===== config.mk =====
export PLATFORM = sky130hd
export DESIGN_NAME = sobel_window_gen
export DESIGN_NICKNAME = d
export VERILOG_FILES = /design/src/rtl/sobel_pkg.sv /design/src/rtl/sobel_line_buf.sv /design/src/rtl/sobel_window_gen.sv
export SDC_FILE = /design/constraint.sdc
export NUM_CORES = 2
export LEC_CHECK = 0
export CORE_MARGIN = 3
export CORE_UTILIZATION = 55
export CTS_BUF_LIST = sky130_fd_sc_hd__clkbuf_2
export CTS_CLUSTER_DIAMETER = 60
export CTS_CLUSTER_SIZE = 28
export DETAILED_ROUTE_END_ITERATION = 6
export PLACE_DENSITY = 0.76
export SLEW_MARGIN = 10
export SYNTH_ARGS = -nofsm -noshare
export SYNTH_HDL_FRONTEND = slang
export SYNTH_HIERARCHICAL = 1
export SYNTH_SLANG_ARGS = --single-unit

===== constraint.sdc =====
create_clock -name clk_i_s -period 10.9 [get_ports clk_i_s]
set_clock_uncertainty 0.15 [all_clocks]
set_input_delay 1.09 -clock clk_i_s [delete_from_list [all_inputs] [get_ports clk_i_s]]
set_output_delay 1.09 -clock clk_i_s [all_outputs]
set_load 0.02 [all_outputs]

===== src/rtl/sobel_pkg.sv =====
// Shared definitions for the Sobel window generator and the Sobel stage.
package sobel_pkg;

  localparam int PIX_W_DEF = 8;
  localparam int WIN_N     = 9;

  // Row-major position of each pixel in the 3x3 window.
  typedef enum logic [3:0] {
    WIN_TL = 4'd0,
    WIN_TC = 4'd1,
    WIN_TR = 4'd2,
    WIN_ML = 4'd3,
    WIN_MC = 4'd4,
    WIN_MR = 4'd5,
    WIN_BL = 4'd6,
    WIN_BC = 4'd7,
    WIN_BR = 4'd8
  } win_idx_e;

endpackage


===== src/rtl/sobel_line_buf.sv =====
// Two-line pixel buffer sharing one column address: each word holds
// {line r-2, line r-1}. Combinational read, the write shifts the column.
module sobel_line_buf
  import sobel_pkg::*;
#(
  parameter int DEPTH = 128,
  parameter int PIX_W = PIX_W_DEF
) (
  input  logic                     clk,
  input  logic                     we,
  input  logic [$clog2(DEPTH)-1:0] addr,
  input  logic [PIX_W-1:0]         pix,
  output logic [PIX_W-1:0]         lb0_q,
  output logic [PIX_W-1:0]         lb1_q
);

  logic [2*PIX_W-1:0] mem [DEPTH];

  assign lb0_q = mem[addr][PIX_W-1:0];
  assign lb1_q = mem[addr][2*PIX_W-1:PIX_W];

  // Older line moves up, new pixel enters the recent line; contents never reset.
  always_ff @(posedge clk) begin
    if (we) begin
      mem[addr] <= {mem[addr][PIX_W-1:0], pix};
    end
  end

endmodule


===== src/rtl/sobel_window_gen.sv =====
// Raster pixel stream to 3x3 window converter feeding the Sobel stage.
// Single output slot: a new pixel is taken only when the slot is free or being drained.
module sobel_window_gen
  import sobel_pkg::*;
#(
  parameter int IMG_W = 128,
  parameter int IMG_H = 128,
  parameter int PIX_W = PIX_W_DEF
) (
  input  logic             clk_i_s,
  input  logic             rst_i_s,
  input  logic [PIX_W-1:0] pix_i,
  input  logic             pix_valid_i,
  input  logic             sof_i,
  output logic             pix_ready_o,
  output logic [PIX_W-1:0] data_o_0,
  output logic [PIX_W-1:0] data_o_1,
  output logic [PIX_W-1:0] data_o_2,
  output logic [PIX_W-1:0] data_o_3,
  output logic [PIX_W-1:0] data_o_4,
  output logic [PIX_W-1:0] data_o_5,
  output logic [PIX_W-1:0] data_o_6,
  output logic [PIX_W-1:0] data_o_7,
  output logic [PIX_W-1:0] data_o_8,
  output logic             win_valid_o,
  input  logic             win_ready_i,
  output logic             frame_done_o
);

  localparam int CW = $clog2(IMG_W);
  localparam int RW = $clog2(IMG_H);

  logic [CW-1:0]    col, c_eff;
  logic [RW-1:0]    row, r_eff;
  logic             acc, last_col, last_row, interior;
  logic [PIX_W-1:0] lb0_q, lb1_q;
  logic [PIX_W-1:0] win_p1 [WIN_N];
  logic             vld_p1, done_p1;

  assign pix_ready_o = !vld_p1 | win_ready_i;
  assign acc         = pix_valid_i & pix_ready_o;

  // A start-of-frame pixel is always placed at (0,0), whatever the counters say.
  assign c_eff    = sof_i ? '0 : col;
  assign r_eff    = sof_i ? '0 : row;
  assign last_col = (c_eff == CW'(IMG_W - 1));
  assign last_row = (r_eff == RW'(IMG_H - 1));
  assign interior = (r_eff >= RW'(2)) && (c_eff >= CW'(2));

  sobel_line_buf #(
    .DEPTH (IMG_W),
    .PIX_W (PIX_W)
  ) u_line_buf (
    .clk   (clk_i_s),
    .we    (acc),
    .addr  (c_eff),
    .pix   (pix_i),
    .lb0_q (lb0_q),
    .lb1_q (lb1_q)
  );

  // Raster position of the next pixel; wraps per line and per frame.
  always_ff @(posedge clk_i_s) begin
    if (rst_i_s) begin
      col <= '0;
      row <= '0;
    end else if (acc) begin
      if (last_col) begin
        col <= '0;
        row <= last_row ? '0 : r_eff + RW'(1);
      end else begin
        col <= c_eff + CW'(1);
        row <= r_eff;
      end
    end
  end

  // ---- stage p1: window shift, right column = {line r-2, line r-1, new pixel}
  always_ff @(posedge clk_i_s) begin
    if (rst_i_s) begin
      for (int i = 0; i < WIN_N; i++) win_p1[i] <= '0;
    end else if (acc) begin
      win_p1[WIN_TL] <= win_p1[WIN_TC];
      win_p1[WIN_TC] <= win_p1[WIN_TR];
      win_p1[WIN_TR] <= lb1_q;
      win_p1[WIN_ML] <= win_p1[WIN_MC];
      win_p1[WIN_MC] <= win_p1[WIN_MR];
      win_p1[WIN_MR] <= lb0_q;
      win_p1[WIN_BL] <= win_p1[WIN_BC];
      win_p1[WIN_BC] <= win_p1[WIN_BR];
      win_p1[WIN_BR] <= pix_i;
    end
  end

  // Output slot occupancy and the end-of-frame pulse.
  always_ff @(posedge clk_i_s) begin
    if (rst_i_s) begin
      vld_p1  <= 1'b0;
      done_p1 <= 1'b0;
    end else begin
      done_p1 <= acc & last_col & last_row;
      if (acc) vld_p1 <= interior;
      else     vld_p1 <= vld_p1 & !win_ready_i;
    end
  end

  assign win_valid_o  = vld_p1;
  assign frame_done_o = done_p1;
  assign data_o_0     = win_p1[WIN_TL];
  assign data_o_1     = win_p1[WIN_TC];
  assign data_o_2     = win_p1[WIN_TR];
  assign data_o_3     = win_p1[WIN_ML];
  assign data_o_4     = win_p1[WIN_MC];
  assign data_o_5     = win_p1[WIN_MR];
  assign data_o_6     = win_p1[WIN_BL];
  assign data_o_7     = win_p1[WIN_BC];
  assign data_o_8     = win_p1[WIN_BR];

endmodule


==> flow_summary.ini <==
[place]
placedInstanceArea_sq_um = 86100
port_buffers = 87
gp_congestion = 1.02
dp_worst_setup_slack_ns = 3.66
dp_cells = 6768
hpwlAfterDp_um = 149000

[floorplan]
dieArea_sq_um = 154000
dieWidth_um = 392
die_h_um = 392
start_util = 0.555
pin_count = 88
core_sq_um = 148000
row_count = 141

[power_and_ir_drop]
cellLeakagePower_nw = 26.7
vdd_drop_max_v = 0.0000976
comb_power_share = 0.052
pwr-share-clk = 0.252
total_power_mw = 13.1
internal-power_mw = 9.93
p_sw_mw = 3.20
swShare = 0.244
seqPwrFrac = 0.696
p_per_area_nw_per_um2 = 149

[route]
vias_per_cell = 7.37
drtAntennaViolNets = 0
drtIter0Drc = 9767
dr_total_vias = 51700
drc_errors = 0
firstDrtPassIters = 7
wl_um = 257000
wl_per_cell_um = 36.7

[global_routing]
grt_pass1_wl_um = 363000
antenna_found_initial = 28
met2_usage = 0.475
grt_use_total = 0.333
grt_pass1_vias = 48400
busiest_layer = met2
grt_use_met3 = 0.114
grt_use_met1 = 0.437
grt_max_degree = 118
overflow = 0

[worst_setup_path]
max_stage_delay_ns = 1.00
crit_path_start = col[2]
crit_chain = nor2b_4 > buf_4 > nor2_4 > buf_4 > a221oi_1 > nor2_1 > o21ai_0 > nand4_1 > or4_1 > a211o_4 > buf_4 > and2_1
cp_common_cell = buf_4
startpoint_type = flop
r2r_slack_ns = 4.43
path_depth = 12
path_buf_inv = 3
r2r-end = win_p1[0][47]
crit_arrival_ns = 7.90
reg2reg_from = col[2]
crit_required_ns = 12.33
cp_slowest_cell = o21ai_0
rr_worst_depth = 12
crit_family = simple AND/OR/NAND/NOR gates
cp-end-kind = flop
worstSetupPathType = flop to flop
crit_end = win_p1[0][47]
crit_fanout = 85

[timing]
hold_viol = 0
setup_slack_ns = 4.43
drv_slew = 0
setup_violations = 0
max-slew-margin-rel = 0.0819
fin_crit_sh = 0.594
period_minus_slack_ns = 6.47
fin_setup_tns_ns = 0
rsz0062_at_grt = false
tightest_slew_ns = 1.38
clock.fmax_mhz = 155

[cells_and_area]
synthToLayoutAreaGrowth_pct = 7.18
n_fill_cell = 10500
post-route-cell-area_sq_um = 88000
seqCellArea_sq_um = 64000
multi_input_area_sq_um = 16700
final_nets = 4987
drive_above_1_share = 0.138
fin_cells = 7019

[clock_tree]
numCtsBuffers = 116
cts_buffer_depth = 3
cts.sinks = 2136
tritoncts = done
cts_root_buffer = clkbuf_2
cts.clk_slew.worst_paths_ns = 0.43
cts_max_level = 3
clock_latency_ns = 1.89
cts_resized = 0

[synth]
synthCells = 4878
yosysWarnings = 6
synth-seq-cells = 2136
synth_area_sq_um = 82200
synth_edf_count = 2120
synth_ff_type = edfxtp_1
synth_cell_type_count = 75
syn_area_per_cell_sq_um = 16.8
syn_nets = 4893
async_reset_ff_frac = 0
ys_seq_area_frac = 0.779

[hold_path]
hold_path_class = input port to flop

[flow_run]
max-cap-violations = 0

[outcome]
status = finished, final reports clean
==> routing by layer <==
metal	vias up	wire length, um	share of wire
li1	20200	-	-
met3	1056	42600	0.17
met2	4979	110000	0.43
met5	-	241	0.00094
met4	12	20800	0.081
met1	25400	83800	0.33
==> worst reg2reg max path, cell delays in order, from the launching register on <==
cell and delay [ns]:
dfxtp_1 0.51, nor2b_4 0.95, buf_4 0.49, nor2_4 0.08, buf_4 0.40, a221oi_1 0.42
nor2_1 0.07, o21ai_0 1.00, nand4_1 0.20, or4_1 0.60, a211o_4 0.48, buf_4 0.44
and2_1 0.46
==> stage by stage <==
stage	utilization	hold slack, ns
finish	0.595	0.189
floorplan	-	0.305
global placement	0.581	0.336
CTS	0.594	0.0787
global route	0.595	0.179
detailed placement	0.582	0.362
==> sequential cells by signal, indices dropped and copies added (netlist names) <==
name            flops
win_p1             72
col                 7
frame_done_o        1
win_valid_o         1
u_line_buf/mem   2048
row                 7
==> placed cells by master, fill, tap and decap left out, drive strengths merged, types with 65 or more instances in the layout <==
master,count
clkbuf,120
mux2i,82
nor2,358
mux2,148
a22oi,177
edfxtp,2120
a21oi,237
o22ai,65
nand2,132
a221oi,479
and2,81
clkdlybuf4s50,79
buf,261
o21ai,158
==> kinds of logic after synthesis <==
| group | after synthesis | synth area share |
|---|---|---|
| DFF | 2136 | 0.779 |
| AOI/OAI and AO/OA | 1362 | 0.123 |
| and+or+nand+nor | 733 | 0.0409 |
| buffers and inverters | 391 | 0.0209 |
| muxes | 252 | 0.0364 |
| xor gates and xnor gates | 2 | 0.000213 |
| adders and majority gates | 2 | 0.000305 |
==> cell usage after synthesis, types with 28 or more instances <==
cell      number  area share
a21oi_1      237       0.014
a221o_1       37      0.0045
a221oi_1     479       0.051
a22oi_1      177       0.016
and2_1        81      0.0062
buf_1         53      0.0024
buf_2        144      0.0088
clkbuf_1     168      0.0077
edfxtp_1    2120        0.77
mux2_2       145       0.020
mux2i_1       82       0.010
nand2_1      132      0.0060
nor2_1       356       0.016
nor2b_1       28      0.0021
nor3_1        38      0.0023
o21ai_0      158      0.0096
o221ai_1      42      0.0045
o22ai_1       65      0.0049
==> worst min-delay path by stage <==
stage	end	start	cells past startpoint	slack, ns
after floorplan	row[0]	row[0]	1	0.30
after global placement	row[0]	row[0]	1	0.34
after detailed placement	row[0]	row[0]	1	0.36
after CTS	u_line_buf/mem[93][2]	pix_i[2]	2	0.08
after global routing	u_line_buf/mem[89][2]	pix_i[2]	2	0.18
final	u_line_buf/mem[114][0]	pix_i[0]	2	0.19
==> layout make-up <==
class                           instances  area share
Multi-Input combinational cell       2351       0.190
Antenna cell                           18    0.000512
Clock inverter                         97      0.0131
Timing Repair Buffer                  356      0.0350
Tap cell                             1930      0.0274
Sequential cell                      2136       0.727
Clock buffer                          120     0.00682
Inverter                               11    0.000583
==> power groups by stage <==
stage	Clock [mW]	Sequential [mW]	Combinational (mW)
finish	3.31	9.14	0.679
global route	3.60	9.15	0.698
CTS	3.31	9.14	0.654
detailed placement	0	9.31	0.648
global placement	0	9.31	0.632
floorplan	0	9.35	0.276
==> what timing repair did <==
item                                   in CTS  in global routing
hold buffers                               16                  0
setup buffers                               0                  0
endpoints found under the hold margin     564                  0
(Power assumes the default switching activity.)
